<file path="src/rtl/z3_bus_arbiter.sv">
// rtl/z3_bus_arbiter.sv - Zorro III bus-master arbiter for the on-board SCSI controller
//
// Purpose:
//   Requests the Zorro III bus on behalf of the SCSI controller, waits for
//   grant and a free bus, then hands ownership to the controller.
//   Ownership is held through locked sequences. After ownership ends, the
//   request is held off for a back-off period. If grant never arrives, the
//   request is abandoned after a timeout.
//
// Parameters:
//   GRANT_TIMEOUT   max cycles spent requesting before giving up (8-bit)
//   BACKOFF_CYCLES  cycles BR_n stays high after timeout/release (>=1)
//
// Ports:
//   CLK            board clock, rising-edge
//   IORST_n        asynchronous active-low reset
//   SBR            SCSI bus request (active-high, CLK domain)
//   LOCK           SCSI locked-sequence request (active-high, CLK domain)
//   BG_n           Zorro III bus grant (active-low, asynchronous)
//   FCS_n_s        synchronized FCS_n, high = no address phase
//   DTACK_n_s      synchronized DTACK_n, high = no data acknowledge
//   slave_busy     board slave state machine not idle
//   BR_n           Zorro III bus request (active-low)
//   SBG            grant to SCSI controller (active-high)
//   MASTER         board owns the bus, enables master-direction buffers
//   grant_timeout  one-cycle pulse when a request times out
//   state_o        current FSM state for debug

module z3_bus_arbiter #(
  parameter logic [7:0] GRANT_TIMEOUT  = 8'd255,
  parameter logic [7:0] BACKOFF_CYCLES = 8'd4
) (
  input  logic       CLK,
  input  logic       IORST_n,
  input  logic       SBR,
  input  logic       LOCK,
  input  logic       BG_n,
  input  logic       FCS_n_s,
  input  logic       DTACK_n_s,
  input  logic       slave_busy,
  output logic       BR_n,
  output logic       SBG,
  output logic       MASTER,
  output logic       grant_timeout,
  output logic [2:0] state_o
);

  typedef enum logic [2:0] {
    ST_IDLE      = 3'd0,
    ST_REQ       = 3'd1,
    ST_WAIT_FREE = 3'd2,
    ST_OWN       = 3'd3,
    ST_RELEASE   = 3'd4,
    ST_BACKOFF   = 3'd5
  } state_t;

  state_t     r_state;
  logic [7:0] r_cnt;
  logic       r_bg_meta;
  logic       r_bg_s;

  state_t     w_next;
  logic       w_cnt_clr;
  logic       w_timeout;
  logic       w_bus_free;

  assign w_bus_free = FCS_n_s & DTACK_n_s;
  assign state_o    = r_state;

  // BG_n comes straight off the backplane; reset to "not granted" so a
  // stale low level cannot look like a grant right after reset.
  always_ff @(posedge CLK or negedge IORST_n) begin
    if (!IORST_n) begin
      r_bg_meta <= 1'b1;
      r_bg_s    <= 1'b1;
    end else begin
      r_bg_meta <= BG_n;
      r_bg_s    <= r_bg_meta;
    end
  end

  always_comb begin
    w_next    = r_state;
    w_cnt_clr = 1'b0;
    w_timeout = 1'b0;
    case (r_state)
      ST_IDLE: begin
        // A busy slave cycle blocks new master requests.
        if (SBR && !slave_busy) begin
          w_next    = ST_REQ;
          w_cnt_clr = 1'b1;
        end
      end
      ST_REQ: begin
        if (!SBR) begin
          w_next = ST_IDLE;
        end else if (!r_bg_s) begin
          w_next = ST_WAIT_FREE;
        end else if (r_cnt == GRANT_TIMEOUT - 8'd1) begin
          w_next    = ST_BACKOFF;
          w_cnt_clr = 1'b1;
          w_timeout = 1'b1;
        end
      end
      ST_WAIT_FREE: begin
        if (!SBR) begin
          w_next = ST_IDLE;
        end else if (w_bus_free && !slave_busy) begin
          w_next = ST_OWN;
        end
      end
      ST_OWN: begin
        // Grant withdrawal does not preempt; only the controller ends tenure.
        if (!SBR && !LOCK) begin
          w_next = ST_RELEASE;
        end
      end
      ST_RELEASE: begin
        // Keep driving until the last cycle we started has drained.
        if (w_bus_free) begin
          w_next    = ST_BACKOFF;
          w_cnt_clr = 1'b1;
        end
      end
      ST_BACKOFF: begin
        if (r_cnt == BACKOFF_CYCLES - 8'd1) begin
          w_next = ST_IDLE;
        end
      end
      default: begin
        w_next = ST_IDLE;
      end
    endcase
  end

  // Outputs are decoded from the next state so they change together with
  // state_o and never glitch.
  always_ff @(posedge CLK or negedge IORST_n) begin
    if (!IORST_n) begin
      r_state       <= ST_IDLE;
      r_cnt         <= 8'd0;
      BR_n          <= 1'b1;
      SBG           <= 1'b0;
      MASTER        <= 1'b0;
      grant_timeout <= 1'b0;
    end else begin
      r_state <= w_next;

      if (w_cnt_clr) begin
        r_cnt <= 8'd0;
      end else if ((r_state == ST_REQ || r_state == ST_BACKOFF) && r_cnt != 8'hFF) begin
        r_cnt <= r_cnt + 8'd1;
      end

      BR_n          <= !(w_next == ST_REQ || w_next == ST_WAIT_FREE);
      SBG           <= (w_next == ST_OWN);
      MASTER        <= (w_next == ST_OWN || w_next == ST_RELEASE);
      grant_timeout <= w_timeout;
    end
  end

endmodule

</file>
<file path="config.mk">
export PLATFORM = sky130hd
export DESIGN_NAME = z3_bus_arbiter
export DESIGN_NICKNAME = d
export VERILOG_FILES = /design/src/rtl/z3_bus_arbiter.sv
export SDC_FILE = /design/constraint.sdc
export NUM_CORES = 1
export LEC_CHECK = 0
export BUFFER_PORTS_ARGS = -buffer_cell sky130_fd_sc_hd__buf_2
export CORE_UTILIZATION = 30
export CTS_CLUSTER_DIAMETER = 50
export DETAILED_ROUTE_END_ITERATION = 7
export GPL_TIMING_DRIVEN = 1
export PLACE_DENSITY_LB_ADDON = 0.3
export REMOVE_ABC_BUFFERS = 1
export SLEW_MARGIN = 25
export SYNTH_ARGS = -nofsm -noshare
export SYNTH_HDL_FRONTEND = slang
export SYNTH_SLANG_ARGS = --single-unit
</file>
<file path="constraint.sdc">
create_clock -name CLK -period 2.6 [get_ports CLK]
set_input_delay 0.13 -clock CLK [delete_from_list [all_inputs] [get_ports CLK]]
set_output_delay 0.13 -clock CLK [all_outputs]
set_load 0.02 [all_outputs]
</file>
==> qor.yml, run 1 <==
run_status: "finished with violations"
violations: "DRC"
gp_congestion: 0.738
yosysWarnings: 0
die_w_um: 57.7
h-tree-depth: 1
dieHeight_um: 57.7
fmax_mhz: 507
max_slew_margin_pct: 71.1
crit_buf_inv: 0
crit_required_ns: 2.80
yosys.area.top_type_share_pct: 37.6
power.share.clock_pct: 15.8
nFillCells: 293
power.density_mw_per_mm2: 845
timing.final.crit_share_pct: 75.9
fp.dieArea_mm2: 0.00333
first_global_vias: 680
post-dp-hpwl_um: 1250
holdWs_ns: 0.170
p_int_uw: 542
drive_above_1_share_pct: 27.9
yosysTopAreaCell: "dfrtp_1"
leakage_uw: 0.000489
antenna_cells: 0
synth_area_leaders: "dfrtp_1 (38%), dfstp_2 (8.5%), xor2_1 (3.8%), nor2_1 (3.6%), buf_6 (3.6%)"
path_delay_family: "simple AND/OR/NAND/NOR gates"
routed_wl_um: 1770
finalPower_uw: 883
start_util_pct: 32.6
post_cts_buffers: 0
rsz0062_at_grt: "false"
r2r_cells: 5
p_switching_uw: 341
worstHoldPathCells: 3
slew_violations: 0
final-setup-viol-count: 0
grt_usage_pct: 12.4
drc: 3
yosysSeqAreaShare_pct: 46.1
core_mm2: 0.00285
p_sw_share_pct: 38.6
p_comb_share_pct: 37.4
hold_viol_final: 0
syn_area_um2: 931
cpPeakStageDelay_ns: 0.48
clock_latency_ns: 0.28
skew_ns: 0.000532
port_buffers: 14
overflow: 0
clockRootBuffer: "clkbuf_4"
critical_path_arrival_ns: 2.18
yosys.cell_types.count: 40
num_rows: 19
hold_class: "in -> reg"
end_kind: "flip-flop"
path_depth: 5
synth_cells: 88
cp-start-kind: "flip-flop"
seq_power_share_pct: 46.8
period_minus_slack_ns: 1.97
vdd_drop_max_v: 0.000299
drv_cap: 0
syn_avg_cell_area_um2: 10.6
setup_tns_ns: 0
crit_type: "reg -> reg"
drtIter0Drc: 32
cts.reportedPaths.clkPinSlew_ns: 0.10
slowest_stage: "or4b_4"
vias: 707
cts_buffer_depth: 2
grt_max_degree: 18
viasPerCell: 5.24
final_cell_mix: "dfrtp_1 (14), buf_2 (14), nor2_1 (9)"
syn2layout_area_growth_pct: 12.2
cts_sinks: 17
worst_slew_pin_slew_ns: 0.431
cts_buffers: 3
crit_fanout: 5
antenna_found_initial: 0
final_nets: 115
ys_ff_latch: 17
wl_per_cell_um: 13.1
cts_tree: "built"
grt_pass1_wl_um: 3150
path_cells: "ha_1 > or4b_4 > or4_4 > a211oi_2 > o311ai_1"
drtAntennaViolNets: 0
io_pins: 15
first_pass_iters: 6
## cell families (layout without fill, tap and decap cells)
group	count (synthesis)	after routing	share of synthesized area (%)
AND/OR/NAND/NOR	36	36	25.3
AO/OA/AOI/OAI	20	20	15.2
flip-flops	17	17	46.1
buffers and inverters	8	24	6.05
XOR/XNOR	5	5	4.70
adder cells (fa/ha/maj)	2	2	2.69
## worst min-delay path, cell delays in order
cell	delay, ns
buf_2	0.11
nand3_1	0.07
a21oi_1	0.09
## power groups by stage
| stage | combinational (µW) | sequential, µW | clock, µW |
|---|---|---|---|
| 6_report | 330 | 413 | 140 |
| 5_1_grt | 361 | 429 | 164 |
| 4_1_cts | 332 | 412 | 146 |
| 3_5_place_dp | 328 | 417 | 0 |
| 3_3_place_gp | 324 | 417 | 0 |
| 2_1_floorplan | 205 | 440 | 0 |
## synth_stat cells (all sizes together)
cell and instances:
buf 4, and4b 1, dfrtp 14, a21oi 2
a311oi 1, or4b 1, o21ai 5, nand2 3
or4 1, a211oi 4, xor2 4, a41oi 1
and2b 1, nor2b 1, nand4b 2, and3 1
nor2 9, nand2b 2, and3b 2, xnor2 1
ha 2, nand4 1, or3 1, a31o 1
dfstp 3, and4 1, nor3b 1, o311ai 1
a31oi 2, nand3 6, a21o 1, o211ai 2
nor4 2, inv 4
## state kept, by name, indices dropped and copies added (netlist names)
| signal | flops |
|---|---|
| BR_n | 1 |
| r_bg_s | 1 |
| state_o | 3 |
| MASTER | 1 |
| grant_timeout | 1 |
| r_cnt | 8 |
| r_bg_meta | 1 |
| SBG | 1 |
## per-stage QoR
stage	instances	setup slack, ns	area (µm²)	utilization, %
6_report	135	0.627	1040	36.6
5_1_grt	135	0.568	1040	36.6
4_1_cts	135	0.629	1040	36.6
3_5_place_dp	129	0.655	998	35.0
3_3_place_gp	129	0.682	998	35.0
2_1_floorplan	84	0.731	890	-
## final timing paths
| check | end | slack (ns) | startpoint |
|---|---|---|---|
| max | BR_n$_DFF_PN1_ | 0.63 | r_cnt[0]$_DFFE_PN0P_ |
| min | state_o[1]$_DFF_PN0_ | 0.17 | LOCK |
| max reg2reg | BR_n$_DFF_PN1_ | 0.63 | r_cnt[0]$_DFFE_PN0P_ |
| min reg2reg | r_bg_s$_DFF_PN1_ | 0.36 | r_bg_meta$_DFF_PN1_ |
| max in group asynchronous | r_bg_s$_DFF_PN1_ | 2.02 | IORST_n |
| min in group asynchronous | MASTER$_DFF_PN0_ | 0.28 | IORST_n |
## routing by layer
layer  up-vias  GRT usage, %  wire length, µm
met3         2          2.68               80
met1       324          16.9              866
met2        21          18.8              803
met4         0          6.12               18
li1        360             -                -
met5         -             0                0
## repair_timing
| action | in CTS | in global routing |
|---|---|---|
| resized for setup | 0 | 0 |
| endpoints found under the hold margin | 15 | 0 |
| hold buffers | 2 | 0 |
## area by class of cell
class / instances / area (µm²) / share of cell area (%)
Clock buffer: 4 / 26.3 / 2.51
Tap cell: 31 / 38.8 / 3.71
Sequential cell: 17 / 429 / 41.1
Timing Repair Buffer: 16 / 90.1 / 8.62
Multi-Input combinational cell: 63 / 445 / 42.6
Inverter: 4 / 15.0 / 1.44
Power figures use the tool's default switching activity.
==> run 2: changes to the inputs <==
Settings changed: ABC_AREA set to 1.
Clock period 2.6 ns to 2.02 ns, I/O delays scaled along.
==> run 2 against run 1 <==
- critical path type unchanged
- total power increased by 33%
- first-iteration DRC count increased by 91%
- non-clock buffer count unchanged
- clock skew increased by 0.00074 ns
- largest cell class unchanged
- cell count increased by 41%
- wire length increased by 7.4%
- the flow now finishes without violations
- clock power increased by 28%
- register-to-register slack got worse by 0.03 ns
- critical path depth increased by 4
- count of clock-buffer cells in the layout unchanged
- largest power group unchanged
==> qor.yml, run 2 <==
run_status: "finished, final reports clean"  # was finished with violations
slowest_stage: "dfrtp_1"  # was or4b_4
cts_resized: 0  # unchanged
path_delay_family: "simple AND/OR/NAND/NOR gates"  # unchanged
ys_ff_latch: 17  # unchanged
cts_hold_buf: 2  # unchanged
yosysSeqAreaShare_pct: 45.1  # was 46.1%
final_cell_mix: "nand2_1 (28), nor2_1 (21), inv_1 (17)"  # was dfrtp_1 (14), buf_2 (14), nor2_1 (9)
syn_avg_cell_area_um2: 7.56  # was 10.6 µm²
timing.final.ws_setup_ns: 0.594  # was 0.627 ns
r2r_cells: 9  # was 5
cp-start-kind: "flip-flop"  # unchanged
wl_per_cell_um: 10.0  # was 13.1 µm
grt_pass1_wl_um: 3400  # was 3150 µm
crit_required_ns: 2.20  # was 2.80 ns
drtAntennaViolNets: 0  # unchanged
crit_path_frequent_cell: "nand2_1"
setup_tns_ns: 0  # unchanged
cts_sinks: 17  # unchanged
core_mm2: 0.00303  # was 0.00285 mm²
cpPeakStageDelay_ns: 0.42  # was 0.48 ns
drtIter0Drc: 61  # was 32
first_global_vias: 783  # was 680
cts_buffers: 3  # unchanged
crit_type: "reg -> reg"  # unchanged
post_cts_buffers: 0  # unchanged
slew_violations: 0  # unchanged
yosysTopAreaCell: "dfrtp_1"  # unchanged
final-setup-viol-count: 0  # unchanged
vdd_drop_max_v: 0.000448  # was 0.000299 V
crit_buf_inv: 2  # was 0
cts.reportedPaths.clkPinSlew_ns: 0.09  # was 0.10 ns
vias: 824  # was 707
fp.dieArea_mm2: 0.00340  # was 0.00333 mm²
end_kind: "flip-flop"  # unchanged
io_pins: 15  # unchanged
crit_fanout: 6  # was 5
synth_ff_type: "dfrtp_1"  # unchanged
yosys.cell_types.count: 23  # was 40
viasPerCell: 4.34  # was 5.24
holdWs_ns: 0.142  # was 0.170 ns
place_inst: 184  # was 129
largest_reg_flops: 8  # unchanged
leakage_uw: 0.000622  # was 0.000489 µW
start_util_pct: 31.4  # was 32.6%
critical_path_arrival_ns: 1.61  # was 2.18 ns
synth_cells: 126  # was 88
hold_class: "in -> reg"  # unchanged
yosysWarnings: 0  # unchanged
drc: 0  # was 3
power.density_mw_per_mm2: 1040  # was 845 mW/mm²
synth-edff-count: 0  # unchanged
post-dp-hpwl_um: 1480  # was 1250 µm
yosys.area.top_type_share_pct: 36.8  # was 37.6%
grt_max_degree: 18  # unchanged
r2r-end: "r_cnt[5]$_DFFE_PN0P_"  # was BR_n$_DFF_PN1_
drive_above_1_share_pct: 24.7  # was 27.9%
period_minus_slack_ns: 1.43  # was 1.97 ns
skew_ns: 0.00127  # was 0.000532 ns
h-tree-depth: 1  # unchanged
antenna_found_initial: 0  # unchanged
rsz0062_at_grt: "false"  # unchanged
final_common_cell: "nand2_1"
routed_wl_um: 1900  # was 1770 µm
worst_slew_pin_slew_ns: 0.380  # was 0.431 ns
timing.final.crit_share_pct: 70.6  # was 75.9%
grt_usage_pct: 13.1  # was 12.4%
overflow: 0  # unchanged
drv_cap: 0  # unchanged
pre_cts_ws_ns: 0.592  # was 0.655 ns
num_rows: 20  # was 19
antenna_cells: 0  # unchanged
port_buffers: 14  # unchanged
fmax_mhz: 701  # was 507 MHz
clockRootBuffer: "clkbuf_4"  # unchanged
synth_commonest_cells: "nand2_1 (28), nor2_1 (21), inv_1 (17)"  # was dfrtp_1 (14), nor2_1 (9), nand3_1 (6)
r2r_slack_ns: 0.59  # was 0.63 ns
fin_cells: 190  # was 135
max_slew_margin_pct: 74.7  # was 71.1%
nFillCells: 322  # was 293
path_depth: 9  # was 5
hold_viol_final: 0  # unchanged
die_w_um: 58.3  # was 57.7 µm
dieHeight_um: 58.3  # was 57.7 µm
syn2layout_area_growth_pct: 18.0  # was 12.2%
clock_latency_ns: 0.28  # about the same
gp_congestion: 0.873  # was 0.738
path_cells: "inv_1 > ha_1 > nand2_1 > nor2_1 > nand2_2 > nand2_4 > inv_2 > nand3b_1 > nand2_1"  # was ha_1 > or4b_4 > or4_4 > a211oi_2 > o311ai_1
async_reset_ff_share_pct: 100  # unchanged
r2r-start: "r_cnt[0]$_DFFE_PN0P_"  # unchanged
synth.most_common_cell: "nand2_1"  # was dfrtp_1
cts_buffer_depth: 2  # unchanged
crit_end: "r_cnt[5]$_DFFE_PN0P_"  # was BR_n$_DFF_PN1_
syn_area_um2: 952  # was 931 µm²
cts_tree: "built"  # unchanged
utilization_pct: 37.1  # was 36.6%
cp-startpoint: "r_cnt[0]$_DFFE_PN0P_"  # unchanged
first_pass_iters: 4  # was 6
final_nets: 157  # was 115
top_register: "r_cnt"  # unchanged
synth_area_leaders: "dfrtp_1 (37%), nand2_1 (11%), dfstp_2 (8.3%), nor2_1 (8.3%), inv_1 (6.7%)"  # was dfrtp_1 (38%), dfstp_2 (8.5%), xor2_1 (3.8%), nor2_1 (3.6%), buf_6 (3.6%)
-- run 2: routing by layer --
layer  vias to the layer above  GRT usage (%)  share of wire (%)
met5                         -              0                  0
met4                         0           3.06               0.63
met3                         2           4.18                4.3
met2                        16           21.2                 47
met1                       371           17.1                 48
li1                        435              -                  -
-- run 2: how the worst min path moves through the flow --
stage | from | to | slack [ns] | cells past startpoint
after global placement | IORST_n | state_o[0]$_DFF_PN0_ | 0.04 | 1
after detailed placement | IORST_n | state_o[1]$_DFF_PN0_ | 0.05 | 1
after CTS | SBR | state_o[1]$_DFF_PN0_ | 0.13 | 3
after floorplan | IORST_n | MASTER$_DFF_PN0_ | -0.19 | 0
after global routing | SBR | state_o[1]$_DFF_PN0_ | 0.15 | 3
final | SBR | state_o[1]$_DFF_PN0_ | 0.14 | 3
-- run 2: final cells by class --
type	instances	area, µm²	share of cell area, %
multi-input combinational	87	438	39.0
clock buffer	4	26.3	2.34
inverter	22	85.1	7.57
tap	44	55.1	4.90
timing repair buffer	16	90.1	8.02
sequential	17	429	38.2
-- run 2: worst register-to-register path: stages (launching register included) --
cell and delay, ns:
dfrtp_1 0.42, inv_1 0.12, ha_1 0.16, nand2_1 0.05, nor2_1 0.13, nand2_2 0.10
nand2_4 0.13, inv_2 0.07, nand3b_1 0.09, nand2_1 0.06
-- run 2: per-stage QoR --
step / total power (µW) / area (µm²)
after floorplan: 860 / 952
after global placement: 985 / 1080
after detailed placement: 1000 / 1080
after CTS: 1190 / 1120
after global routing: 1290 / 1120
final: 1170 / 1120
-- run 2: power by group --
group          switching (µW)  internal, µW  leakage (µW)
Clock                     102          76.7     0.0000150
Combinational             331           162      0.000385
Sequential               75.5           424      0.000222
-- run 2: cell families (layout without fill, tap and decap cells) --
family / count (synthesis) / in the layout / share of synthesized area, %
and+or+nand+nor: 77 / 77 / 38.1
xor gates and xnor gates: 1 / 1 / 0.920
DFF: 17 / 17 / 45.1
AOI/OAI and AO/OA: 7 / 7 / 4.34
buffers and inverters: 22 / 42 / 8.94
adders and majority gates: 2 / 2 / 2.63
